## src/rtl/dlfloat16_cmp_issue_if.sv

```systemverilog
// Request/response channels between a requester and the DLfloat16 compare issue sequencer.
// Requester is the master; the sequencer is the slave.
interface dlfloat16_cmp_issue_if;
   logic        in_valid;
   logic        in_ready;
   logic [2:0]  in_op;
   logic [15:0] in_a;
   logic [15:0] in_b;
   logic [3:0]  in_tag;
   logic        out_valid;
   logic        out_ready;
   logic [15:0] out_result;
   logic [3:0]  out_tag;
   logic [4:0]  out_exc;

   modport master (
      output in_valid, in_op, in_a, in_b, in_tag, out_ready,
      input  in_ready, out_valid, out_result, out_tag, out_exc
   );

   modport slave (
      input  in_valid, in_op, in_a, in_b, in_tag, out_ready,
      output in_ready, out_valid, out_result, out_tag, out_exc
   );
endinterface

```

## src/rtl/dlfloat16_cmp_issue.sv

```systemverilog
// Issues one DLfloat16 compare at a time to a registered comparator; response valid 3 cycles after the request is presented.
// out_ready low holds the response stable and keeps in_ready low, so nothing new is accepted.
module dlfloat16_cmp_issue (
   input  logic                        clk,
   input  logic                        rst_n,
   dlfloat16_cmp_issue_if.slave        bus,
   output logic [15:0]                 cmp_a1,
   output logic [15:0]                 cmp_b1,
   output logic [2:0]                  cmp_sel,
   output logic [3:0]                  cmp_ena,
   input  logic [31:0]                 cmp_c_out,
   input  logic [4:0]                  cmp_exc,
   output logic [4:0]                  sticky_exc,
   input  logic                        flags_clr,
   output logic                        err_illegal,
   output logic [15:0]                 resp_count
);
   localparam logic [3:0] ENA_CMP     = 4'b0110;
   localparam logic [4:0] EXC_INVALID = 5'b10000;

   typedef enum logic [1:0] {IDLE, ISSUE, CAPTURE, RESP} state_t;

   typedef struct packed {
      logic [2:0]  op;
      logic [15:0] a;
      logic [15:0] b;
      logic [3:0]  tag;
   } req_t;

   state_t state;
   req_t   hold;
   logic   cmp_on;
   logic   accept;
   logic   legal_op;
   logic   resp_hs;
   logic   unused_cmp_hi;

   assign accept        = bus.in_valid && bus.in_ready;
   assign legal_op      = bus.in_op inside {3'b001, 3'b010, 3'b011, 3'b100, 3'b101};
   assign resp_hs       = bus.out_valid && bus.out_ready;
   assign unused_cmp_hi = ^cmp_c_out[31:16];

   // Comparator drive is the holding register qualified by a registered enable, zero otherwise.
   assign cmp_ena = cmp_on ? ENA_CMP : 4'b0000;
   assign cmp_sel = cmp_on ? hold.op : 3'b000;
   assign cmp_a1  = cmp_on ? hold.a  : 16'h0000;
   assign cmp_b1  = cmp_on ? hold.b  : 16'h0000;

   always_ff @(posedge clk or negedge rst_n) begin
      if (!rst_n) begin
         state          <= IDLE;
         hold           <= '0;
         cmp_on         <= 1'b0;
         bus.in_ready   <= 1'b0;
         bus.out_valid  <= 1'b0;
         bus.out_result <= 16'h0000;
         bus.out_tag    <= 4'h0;
         bus.out_exc    <= 5'b00000;
         sticky_exc     <= 5'b00000;
         resp_count     <= 16'h0000;
         err_illegal    <= 1'b0;
      end else begin
         err_illegal <= 1'b0;

         // A clear coinciding with a handshake keeps only the new response's flags.
         if (flags_clr)
            sticky_exc <= resp_hs ? bus.out_exc : 5'b00000;
         else if (resp_hs)
            sticky_exc <= sticky_exc | bus.out_exc;

         case (state)
            IDLE: begin
               if (accept) begin
                  hold         <= '{op: bus.in_op, a: bus.in_a, b: bus.in_b, tag: bus.in_tag};
                  bus.in_ready <= 1'b0;
                  if (legal_op) begin
                     cmp_on <= 1'b1;
                     state  <= ISSUE;
                  end else begin
                     bus.out_valid  <= 1'b1;
                     bus.out_result <= 16'h0000;
                     bus.out_exc    <= EXC_INVALID;
                     bus.out_tag    <= bus.in_tag;
                     err_illegal    <= 1'b1;
                     state          <= RESP;
                  end
               end else begin
                  bus.in_ready <= 1'b1;
               end
            end
            ISSUE: begin
               state <= CAPTURE;
            end
            CAPTURE: begin
               bus.out_result <= cmp_c_out[15:0];
               bus.out_exc    <= cmp_exc;
               bus.out_tag    <= hold.tag;
               bus.out_valid  <= 1'b1;
               cmp_on         <= 1'b0;
               state          <= RESP;
            end
            RESP: begin
               if (bus.out_ready) begin
                  bus.out_valid <= 1'b0;
                  bus.in_ready  <= 1'b1;
                  resp_count    <= resp_count + 16'd1;
                  state         <= IDLE;
               end
            end
            default: state <= IDLE;
         endcase
      end
   end
endmodule
```

## src/flat_wrapper.sv

```systemverilog
// flat-port wrapper written by rule: the top's interface ports become plain ports
module dlfloat16_cmp_issue_flat 
  (clk, rst_n, cmp_a1, cmp_b1, cmp_sel, cmp_ena, cmp_c_out, cmp_exc, sticky_exc, flags_clr, err_illegal, resp_count, bus_in_valid, bus_in_op, bus_in_a, bus_in_b, bus_in_tag, bus_out_ready, bus_in_ready, bus_out_valid, bus_out_result, bus_out_tag, bus_out_exc);
  dlfloat16_cmp_issue_if bus_i ();
  input  logic clk;
  input  logic rst_n;
  output logic [15:0] cmp_a1;
  output logic [15:0] cmp_b1;
  output logic [2:0] cmp_sel;
  output logic [3:0] cmp_ena;
  input  logic [31:0] cmp_c_out;
  input  logic [4:0] cmp_exc;
  output logic [4:0] sticky_exc;
  input  logic flags_clr;
  output logic err_illegal;
  output logic [15:0] resp_count;
  input wire logic [$bits(bus_i.in_valid)-1:0] bus_in_valid;
  input wire logic [$bits(bus_i.in_op)-1:0] bus_in_op;
  input wire logic [$bits(bus_i.in_a)-1:0] bus_in_a;
  input wire logic [$bits(bus_i.in_b)-1:0] bus_in_b;
  input wire logic [$bits(bus_i.in_tag)-1:0] bus_in_tag;
  input wire logic [$bits(bus_i.out_ready)-1:0] bus_out_ready;
  output wire logic [$bits(bus_i.in_ready)-1:0] bus_in_ready;
  output wire logic [$bits(bus_i.out_valid)-1:0] bus_out_valid;
  output wire logic [$bits(bus_i.out_result)-1:0] bus_out_result;
  output wire logic [$bits(bus_i.out_tag)-1:0] bus_out_tag;
  output wire logic [$bits(bus_i.out_exc)-1:0] bus_out_exc;
  assign bus_i.in_valid = bus_in_valid;
  assign bus_i.in_op = bus_in_op;
  assign bus_i.in_a = bus_in_a;
  assign bus_i.in_b = bus_in_b;
  assign bus_i.in_tag = bus_in_tag;
  assign bus_i.out_ready = bus_out_ready;
  assign bus_in_ready = bus_i.in_ready;
  assign bus_out_valid = bus_i.out_valid;
  assign bus_out_result = bus_i.out_result;
  assign bus_out_tag = bus_i.out_tag;
  assign bus_out_exc = bus_i.out_exc;
  dlfloat16_cmp_issue u_core (.clk(clk), .rst_n(rst_n), .bus(bus_i), .cmp_a1(cmp_a1), .cmp_b1(cmp_b1), .cmp_sel(cmp_sel), .cmp_ena(cmp_ena), .cmp_c_out(cmp_c_out), .cmp_exc(cmp_exc), .sticky_exc(sticky_exc), .flags_clr(flags_clr), .err_illegal(err_illegal), .resp_count(resp_count));
endmodule
```

## config.mk

```make
export PLATFORM = sky130hd
export DESIGN_NAME = dlfloat16_cmp_issue_flat
export DESIGN_NICKNAME = d
export VERILOG_FILES = /design/src/rtl/dlfloat16_cmp_issue_if.sv /design/src/rtl/dlfloat16_cmp_issue.sv /design/src/flat_wrapper.sv
export SDC_FILE = /design/constraint.sdc
export NUM_CORES = 1
export LEC_CHECK = 0
export BUFFER_PORTS_ARGS = -buffer_cell sky130_fd_sc_hd__buf_4
export CAP_MARGIN = 20
export CORE_ASPECT_RATIO = 1.4
export CORE_UTILIZATION = 43
export CTS_CLUSTER_SIZE = 20
export DETAILED_ROUTE_END_ITERATION = 7
export GPL_TIMING_DRIVEN = 0
export HOLD_SLACK_MARGIN = 0.08
export PLACE_DENSITY = 0.76
export SYNTH_ARGS = -nofsm -noshare
export SYNTH_HDL_FRONTEND = slang
export SYNTH_SLANG_ARGS = --single-unit
```

## constraint.sdc

```tcl
create_clock -name clk -period 1.77 [get_ports clk]
set_clock_uncertainty 0.2 [all_clocks]
set_input_delay 0.2655 -clock clk [delete_from_list [all_inputs] [get_ports clk]]
set_output_delay 0.2655 -clock clk [all_outputs]
set_load 0.03 [all_outputs]
```

==> results.md, run 1 <==
* N_diodes at 0
* Iteration count of the initial detailed-routing pass at 6
* Fillers at 558
* Final Wtd Congestion at 0.799
* Largest net degree at the start of global routing at 66
* Final Hold Fails at 1
* Total CTS buffers at 9
* Total global-route track usage at 0.238
* Worst vdd ir at 0.983 mV
* TNS Setup at -3.21 ns
* Die area at 9760 µm²
* Gr busiest metal: met2
* CTS tree: done
* Synthesized area at 4030 µm²
* Max_cap viols at 0
* Cell count after synthesis at 399
* Nets@finish at 730
* Reg clk slew, reported paths at roughly 0.070 ns
* IO Pins at 169
* Final worst slack at -0.0996 ns
* Share of layout cells above drive strength 1 at 0.421
* Starting Density at 0.446
* Global route overflow at 0
* P per Cell Area at approximately 1700 nW/µm²
* Detail Route Antenna Nets at 0
* Htree depth at 3
* CTS sink cnt at slightly above 90
* DP Wirelength at 7140 µm
* Sequential-to-total area share from yosys stat at 0.566
* Clock Latency Late Sink at 0.34 ns
* Critical path buffers and inverters at 3
* Leakage at 3.54 nW
* Post-layout util at 0.767
* Pre-CTS WS at -0.291 ns
* Total number of vias at around 3900
* Vias per inst at around 5.1
* Synthesized area per cell at between 10 and 15 µm²
* Slowest cell on crit path: dfrtp_1
* GR Util met1 at 0.261
* Seq cells post-synth at 91
* Async SR Flop Fraction at 1.00
* Hold slack at -0.0295 ns
* Tightest Hold Check Type: input pin to flip-flop
* CP Launch Type: flip-flop
* Vias in the first global route at 3863
* Longest Clk Path Bufs at 2
* FMAX at ~0.53 GHz
* Fraction of the cycle the final worst path needs at 1.06
* Core footprint at between 9000 and 10000 µm²
* Root Buffer Master: clkbuf_16
* Min Tclk post-route at 1.87 ns
* First-pass GRT wire length at 18200 µm
* Routed wire per std cell at 17.1 µm
* CP required at 1.78 ns
* Dpl cells at 657
* Critical path fanouts, max at 5
* Initial antenna violation count at 0
* Crit path capture type: flip-flop
* Synth Warn # at 0
* Run status: finished, violations left
* Post-Route WL at 12900 µm
* Pins over their slew limit at 0
* Crit path cell chain: inv_2, ha_4, and3_4, o21ai_4, inv_4, a21oi_4, buf_6, a22o_1
* Most common cell after layout, fill and taps aside: buf_4
* Final setup fails at 62
* EDFF count, synth at 0
* Synth Flop Type: dfrtp_1
* Final Instance Count excl. Fillers at 756
* Failing checks: negative hold slack, negative setup slack
* Drt drc at 0
* Number of library cell types mapped by synthesis at 37
* Area Overhead vs Synth at 72.1%
* Port Buffer Count at 149
* Crit path max-delay family: flip-flops
* Worst EP arrival at 1.88 ns
* Placement row count at 41
* GR Util met2 at 0.438
* DRT iter0 DRCs at 136
* Delay of the slowest critical-path stage at 0.41 ns
* Commonest cells after routing, fill and taps aside: 129 x buf_4, 126 x nand2_1, 90 x dfrtp_1, 63 x dlygate4sd3_1, 49 x buf_6
* RSZ-0062 raised after global routing: true
* GR Util met3 at 0.0686
* Crit Path Category: flip-flop to flip-flop
* Chip width at 83.8 µm
* Die Y at 116 µm
[repair_timing]
action / CTS / global route
hold buffers: 62 / 1
setup endpoints to repair: 103 / 104
gates resized for setup: 26 / 100
endpoints found under the hold margin: 156 / 2
gates cloned: 2 / 4
pin swaps: 10 / 10
buffers inserted: 13 / 5
[report_power, final]
part | leakage [nW] | switching (mW) | internal, mW
clock network | 0.163 | 0.766 | 1.42
logic | 2.23 | 3.12 | 2.74
registers | 1.15 | 0.628 | 2.94
total | 3.54 | 4.51 | 7.09
[worst register-to-register path, cell delays in order (launching register included)]
cell	delay, ns
dfrtp_1	0.41
inv_2	0.11
ha_4	0.18
and3_4	0.25
o21ai_4	0.09
inv_4	0.09
a21oi_4	0.06
buf_6	0.16
a22o_1	0.21
[stage by stage]
step           hold slack, ns  cell area [µm²]  total power [mW]
2_1_floorplan          -0.230             4050              6.47
3_3_place_gp            0.251             5300              7.96
3_5_place_dp          0.00758             5330              8.11
4_1_cts               -0.0501             6480              10.8
5_1_grt               -0.0158             6930              12.2
6_report              -0.0295             6930              11.6
[per-layer routing]
metal / up-vias / share of wire / routed length [µm]
met4: 0 / 0.023 / 299
met5: - / 0 / 0
met2: 162 / 0.55 / 7140
met1: 1886 / 0.36 / 4680
li1: 1788 / - / -
met3: 30 / 0.060 / 772
[cell type report]
type                    count  area (µm²)  share of cell area
multi-input cells         269        1720               0.249
plain buffers              19         180              0.0260
flip-flops and latches     91        2280               0.329
clock inverters             4        97.6              0.0141
inverters                  17        66.3             0.00957
repair buffers            237        2200               0.318
clock buffers              12         246              0.0356
well taps                 107         134              0.0193
[state kept, by name (all words and copies together), names as in the netlist]
signal / cells
u_core.sticky_exc: 5
u_core.err_illegal: 1
u_core.hold: 39
u_core.bus.in_ready: 1
u_core.bus.out_valid: 1
u_core.bus.out_result: 16
u_core.state: 2
u_core.cmp_on: 1
u_core.bus.out_exc: 5
u_core.resp_count: 16
u_core.bus.out_tag: 4
[synthesized netlist by cell type (2+ instances only)]
library cell  instances  area, µm²
nand2_1             126        473
dfrtp_1              91       2280
and2_1               36        225
a22o_1               20        175
inv_1                16       60.1
xnor2_1              12        105
nand3_1              11       55.1
clkbuf_1              9       33.8
buf_4                 8       60.1
o211ai_1              8       60.1
o21ai_0               8       40.0
ha_1                  5       62.6
nor3_1                5       25.0
buf_6                 4       45.0
nand4_1               4       25.0
nor2_1                4       15.0
o221a_2               4       45.0
and3_1                3       18.8
xor2_1                3       26.3
a21oi_1               2       10.0
buf_2                 2       10.0
mux2_2                2       22.5
o21ai_4               2       32.5
[cell families after synthesis]
logic type	Yosys count	share of synthesized area
simple gates	196	0.223
flops	91	0.566
compound gates	48	0.100
buf+inv	40	0.0535
xor+xnor	15	0.0326
fa+ha+maj	5	0.0155
mux	3	0.00839
other cells	1	0.000932
[worst paths after layout]
kind	startpoint	to	slack [ns]	cells after the start
worst max-delay path	u_core.state[0]	u_core.bus.out_result[1]	-0.1	8
worst min register to register	u_core.hold[13]	u_core.hold[13]	0.28	2
worst min-delay path	bus_in_op[1]	u_core.hold[37]	-0.03	3
min in group asynchronous	rst_n	u_core.bus.out_result[4]	0.21	2
worst max register to register	u_core.state[0]	u_core.bus.out_result[1]	-0.1	8
max in group asynchronous	rst_n	u_core.cmp_on	0.50	3
Power figures use the tool's default switching activity.
==> inputs of run 2 (changes only) <==
--- a/config.mk
+++ b/config.mk
@@ -5,15 +5,17 @@
 export SDC_FILE = /design/constraint.sdc
 export NUM_CORES = 1
 export LEC_CHECK = 0
+export ABC_AREA = 1
 export BUFFER_PORTS_ARGS = -buffer_cell sky130_fd_sc_hd__buf_4
 export CAP_MARGIN = 20
 export CORE_ASPECT_RATIO = 1.4
-export CORE_UTILIZATION = 43
+export CORE_UTILIZATION = 44
 export CTS_CLUSTER_SIZE = 20
 export DETAILED_ROUTE_END_ITERATION = 7
 export GPL_TIMING_DRIVEN = 0
 export HOLD_SLACK_MARGIN = 0.08
-export PLACE_DENSITY = 0.76
+export PLACE_DENSITY_LB_ADDON = 0.2
+export SLEW_MARGIN = 20
 export SYNTH_ARGS = -nofsm -noshare
 export SYNTH_HDL_FRONTEND = slang
 export SYNTH_SLANG_ARGS = --single-unit
==> results.md, run 2 <==
* Pins over their slew limit at 0
* Post-layout util at 0.725
* Total number of vias at 4071
* CTS tree: done
* Simple-Gate Fraction of Synth Area at 0.261
* Max transition margin at 0.446
* Async SR Flop Fraction at 1.00
* Hold wc startpoint: bus_out_ready
* Sequential Power Share at 0.325
* Vias per inst at 4.74
* Commonest cells after routing, fill and taps aside: 218 x nand2_1, 168 x buf_4, 90 x dfrtp_1, 62 x dlygate4sd3_1, 58 x inv_1
* Core footprint at 9180 µm²
* Iteration count of the initial detailed-routing pass at 6
* Critical path buffers and inverters at 3
* Cell count after synthesis at 512
* Nets@finish at 832
* CP most frequent cell: buf_4
* Crit path capture type: primary output
* Chip width at 84.8 µm
* Top cells by count, synth: 230 x nand2_1, 91 x dfrtp_1, 60 x inv_1
* Share of layout cells above drive strength 1 at 0.322
* Longest Clk Path Bufs at 2
* Global route overflow at 0
* P_int at approximately 5.9 mW
* FMAX at ~0.6 GHz
* Drt drc at 12
* Reg2Reg Setup Slack at 0.06 ns
* CTS sink cnt at 91
* Total CTS buffers at 9
* IO Pins at ~170
* Worst vdd ir at 0.732 mV
* Synth Flop Type: dfrtp_1
* Psw at 4.21 mW
* Final Hold Fails at 0
* Max FFs per register at 39
* Final setup fails at 0
* Max_cap viols at 0
* Reg clk slew, reported paths at ~0.06 ns
* Worst EP arrival at between 1 and 1.5 ns
* Starting Density at 0.460
* Adder-cell area share of the yosys netlist at 0.0148
* Largest net degree at the start of global routing at 92
* Min Tclk post-route at ~1.7 ns
* Synthesized area at 4220 µm²
* Htree depth at 3
* RSZ-0062 raised after global routing: true
* Tightest Pin Transition at 0.831 ns
* Largest family of logic cells by synthesized area: simple AND/OR/NAND/NOR gates
* Dpl cells at 769
* Seq cells post-synth at 91
* Area Overhead vs Synth at 57.7%
* Leakage at 3.70 nW
* Crit path cell chain: buf_4, nand2_1, inv_1, buf_4
* R2r endpoint: u_core.bus.out_exc[4]
* Slowest cell on crit path: dfrtp_2
* Worst Hold Path Cells at 3
* CP Launch Type: flip-flop
* Sequential-to-total area share from yosys stat at 0.539
* Port Buffer Count at 149
* GR Util met3 at 0.0547
* Synthesized area per cell at 8.25 µm²
* Final worst slack at roughly 0.057 ns
* Delay of the slowest critical-path stage at 0.44 ns
* Critical path fanouts, max at 10
* Clock Latency Late Sink at 0.34 ns
* Synth Warn # at 0
* Total global-route track usage at 0.231
* First-pass GRT wire length at 18300 µm
* Fraction of the cycle the final worst path needs at 0.968
* Gr busiest metal: met2
* Worst path depth at 4
* Die Y at 118 µm
* GR Util met1 at 0.272
* Pre-CTS WS at -0.234 ns
* Top-count cell post-synth: nand2_1
* Routed wire per std cell at 13.2 µm
* Failing checks: design-rule violations
* DP Wirelength at 7140 µm
* Post-Route WL at roughly 11000 µm
* R2R depth at 9
* Clock power frac at 0.182
* Die area at 10000 µm²
* Final Wtd Congestion at about 0.80
* Crit Path Category: flip-flop to primary output
* Largest area contributor in the netlist: dfrtp_1
* Post-synth top area share at 0.539
* Initial antenna violation count at 0
* Tightest Hold Check Type: input pin to flip-flop
* Root Buffer Master: clkbuf_16
* Area contributors post-synth: dfrtp_1 54%, nand2_1 20%, inv_1 5.3%
* Area share of xor/xnor cells in the synthesized design at 0.0228
* N_diodes at 0
* Largest Register: u_core.hold
* GR Util met2 at 0.412
* Final Instance Count excl. Fillers at 858
* Post-synthesis compound-gate area fraction at 0.0610
* Placement row count at 41
* Vias in the first global route at 3969
* Launching point of the worst reg2reg path: u_core.state[0]
* Min-Delay Endpoint: u_core.sticky_exc[3]
* Fraction of power spent switching nets at 0.419
* Most common cell after layout, fill and taps aside: nand2_1
* Run status: finished, violations left
* Number of library cell types mapped by synthesis at 29
* Biggest regs: u_core.hold x39, u_core.bus.out_result x16, u_core.resp_count x16
* Post-synthesis mux area share at 0.00474
* Detail Route Antenna Nets at 0
* EDFF count, synth at 0
* DRT iter0 DRCs at about 220
* CP required at 1.30 ns
* Comb pwr share at 0.493
* P per Cell Area at 1510 nW/µm²
* Crit path max-delay family: flip-flops
-- run 2: final cells by class --
| cell class | instances | area [µm²] |
|---|---|---|
| flip-flops and latches | 91 | 2280 |
| plain buffers | 24 | 220 |
| fillers | 686 | 2520 |
| well taps | 107 | 134 |
| clock inverters | 5 | 37.5 |
| multi-input cells | 335 | 1650 |
| inverters | 62 | 235 |
| repair buffers | 223 | 1850 |
| clock buffers | 11 | 253 |
-- run 2: cells by family (layout without fill, tap and decap cells) --
kind of cell / count (synthesis) / in the layout
adders and majority gates: 5 / 5
xor gates and xnor gates: 11 / 11
buffers and inverters: 87 / 325
DFF: 91 / 91
other: 1 / 2
AOI/OAI and AO/OA: 43 / 43
muxes: 2 / 2
and+or+nand+nor: 272 / 272
-- run 2: timing repair --
action / CTS / global route
endpoints found under the hold margin: 158 / 0
pin swaps: 1 / 3
endpoints found under the setup margin: 93 / 97
buffers inserted: 4 / 5
hold buffers: 62 / 0
gates cloned: 0 / 3
gates resized for setup: 21 / 45
-- run 2: worst max path at each step --
stage | from | endpoint | slack, ns
after global placement | u_core.cmp_on | cmp_b1[14] | -0.19
after detailed placement | u_core.cmp_on | cmp_b1[13] | -0.23
final | u_core.cmp_on | cmp_a1[5] | 0.06
after global routing | u_core.state[1] | u_core.resp_count[15] | -0.04
after floorplan | u_core.state[0] | u_core.bus.out_tag[3] | 0.09
after CTS | u_core.state[1] | u_core.bus.out_exc[1] | 0.01
-- run 2: layer usage --
layer | wire, µm | share of wire
met1 | 4660 | 0.41
met2 | 5920 | 0.52
met3 | 569 | 0.050
met4 | 210 | 0.018
met5 | 0 | 0
-- run 2: power by group through the flow --
stage / registers [mW] / clock network, mW / logic (mW)
6_report: 3.28 / 1.83 / 4.96
5_1_grt: 3.36 / 1.95 / 5.38
3_5_place_dp: 3.26 / 0 / 4.20
2_1_floorplan: 3.66 / 0 / 2.36
4_1_cts: 3.25 / 1.87 / 4.50
3_3_place_gp: 3.23 / 0 / 4.10
-- run 2: worst min-delay path, cell delays in order --
cell,delay [ns]
buf_2,0.17
nand3_1,0.09
o21ai_0,0.07
-- run 2: through the flow --
step	cell area [µm²]	hold slack, ns	power, mW	setup TNS, ns
2_1_floorplan	4230	-0.230	6.02	0
3_3_place_gp	5480	0.254	7.34	-7.17
3_5_place_dp	5480	0.202	7.46	-10.21
4_1_cts	6470	0.100	9.62	0
5_1_grt	6660	0.125	10.7	-0.122
6_report	6660	0.109	10.1	0
==> inputs of run 3 (changes only) <==
==> constraint.sdc (replaced) <==
create_clock -name clk -period 1.77 [get_ports clk]
set_clock_uncertainty 0.2 [all_clocks]
set_input_delay 0.2655 -clock clk [delete_from_list [all_inputs] [get_ports clk]]
set_output_delay 0.2655 -clock clk [all_outputs]
set_load 0.01 [all_outputs]
==> results.md, run 3 (synthesis gave the netlist of run 2 again) <==
* Die area at roughly 10000 µm²
* Hold wc startpoint: bus_out_ready
* Reg clk slew, reported paths at 0.06 ns
* Largest Register: u_core.hold
* Pwr Total at 8.99 mW
* Detail Route Antenna Nets at 0
* Area Overhead vs Synth at 54.3%
* Vias in the first global route at 3956
* Starting Density at 0.460
* Leakage at 3.64 nW
* Port Buffer Count at 149
* CTS tree: done
* Critical path fanouts, max at 10
* Worst EP arrival at around 1.7 ns
* DP Wirelength at a little over 7000 µm
* Run status: finished, violations left
* Fraction of the cycle the final worst path needs at 0.972
* Total CTS buffers at 9
* IO Pins at 169
* Crit path from: u_core.state[0]
* Max FFs per register at 39
* Final Hold Fails at 0
* Vias per inst at 4.72
* Htree depth at 3
* Core footprint at 9180 µm²
* Post-Route WL at 11100 µm
* Commonest cells after routing, fill and taps aside: 230 x nand2_1, 161 x buf_4, 90 x dfrtp_1, 62 x dlygate4sd3_1, 57 x inv_1
* CTS sink cnt at between 90 and 100
* Chip width at between 80 and 90 µm
* N_diodes at 0
* Root Buffer Master: clkbuf_16
* Clock Latency Late Sink at around 0.34 ns
* Iteration count of the initial detailed-routing pass at 7
* GR Util met3 at 0.0547
* Most common cell after layout, fill and taps aside: nand2_1
* Tightest Hold Check Type: input pin to flip-flop
* Worst vdd ir at 0.727 mV
* FMAX at 0.581 GHz
* TNS Setup at 0 ns
* Global route overflow at 0
* RSZ-0062 raised after global routing: true
* Longest Clk Path Bufs at 2
* Largest net degree at the start of global routing at 92
* Drt drc at 12
* Share of layout cells above drive strength 1 at 0.299
* Post-route cell area at around 6500 µm²
* Min Tclk post-route at 1.72 ns
* Biggest regs: u_core.hold x39, u_core.bus.out_result x16, u_core.resp_count x16
* Crit Path Category: flip-flop to flip-flop
* CP Launch Type: flip-flop
* Final Wtd Congestion at 0.805
* GR Util met2 at 0.413
* Placement row count at 41
* Fillers at 721
* Max transition margin at 0.445
* DRT iter0 DRCs at 190
* Gr busiest metal: met2
* Placed Area at around 5500 µm²
* Routed wire per std cell at about 13 µm
* CP required at around 1.8 ns
* GR Util met1 at 0.271
* Total number of vias at 4020
* Launching point of the worst reg2reg path: u_core.state[0]
* Nets@finish at between 800 and 900
* Pins over their slew limit at 0
* Initial antenna violation count at 0
* First-pass GRT wire length at approximately 18000 µm
* Failing checks: design-rule violations
* Crit path capture type: flip-flop
* Final setup fails at 0
* Tightest Pin Transition at 0.833 ns
* Max_cap viols at 0
* Die Y at 118 µm
* P per Cell Area at 1380 nW/µm²
* Total global-route track usage at 0.231
==> run 3: critical path, stage by stage (launching register included) <==
cell and delay [ns]:
dfrtp_1 0.42, inv_2 0.10, ha_1 0.16, buf_6 0.12, nor2_2 0.04, a21oi_2 0.17, nand2_4 0.11, buf_6 0.15
nand2_1 0.07, o21ai_2 0.05
==> run 3: worst paths after layout <==
check / slack [ns] / depth (start not counted) / endpoint
hold / removal: 0.11 / 3 / u_core.sticky_exc[3]
min in group asynchronous: 0.35 / 2 / u_core.bus.out_result[2]
setup reg to reg: 0.05 / 9 / u_core.bus.out_tag[3]
max in group asynchronous: 0.38 / 2 / u_core.cmp_on
hold reg to reg: 0.27 / 2 / u_core.hold[6]
setup / recovery: 0.05 / 9 / u_core.bus.out_tag[3]
==> run 3: final cells by class <==
type | count | area (µm²) | area share
Buffer | 24 | 205 | 0.0315
Clock inverter | 5 | 37.5 | 0.00576
Tap cell | 107 | 134 | 0.0205
Clock buffer | 11 | 253 | 0.0388
Sequential cell | 91 | 2280 | 0.350
Timing Repair Buffer | 217 | 1790 | 0.274
Inverter | 62 | 233 | 0.0357
Multi-Input combinational cell | 335 | 1590 | 0.244
==> run 3: per-layer routing <==
metal | part of all wire | wire [µm]
met4 | 0.015 | 170
met3 | 0.051 | 567
met1 | 0.41 | 4550
met5 | 0 | 0
met2 | 0.52 | 5820
==> run 3: what timing repair did <==
action / 4_1_cts / 5_1_grt
gates resized for setup: 21 / 16
hold buffers: 62 / 0
pin swaps: 1 / 1
setup buffers: 4 / 2
endpoints found under the hold margin: 158 / 0
setup endpoints to repair: 93 / 78
==> run 3: report_power, final <==
group | switching (mW) | leakage [nW] | internal [mW]
Sequential | 0.463 | 1.17 | 2.79
Combinational | 2.11 | 2.33 | 1.80
Clock | 0.796 | 0.138 | 1.03
==> run 3: stage by stage <==
| step | hold slack, ns | cells | utilization | setup WS [ns] |
|---|---|---|---|---|
| 4_1_cts | 0.100 | 850 | 0.704 | 0.0121 |
| 3_3_place_gp | 0.254 | 769 | 0.597 | -0.145 |
| 6_report | 0.108 | 852 | 0.709 | 0.0490 |
| 3_5_place_dp | 0.202 | 769 | 0.597 | -0.194 |
| 2_1_floorplan | -0.230 | 513 | - | 0.0889 |
| 5_1_grt | 0.122 | 852 | 0.709 | -0.0345 |
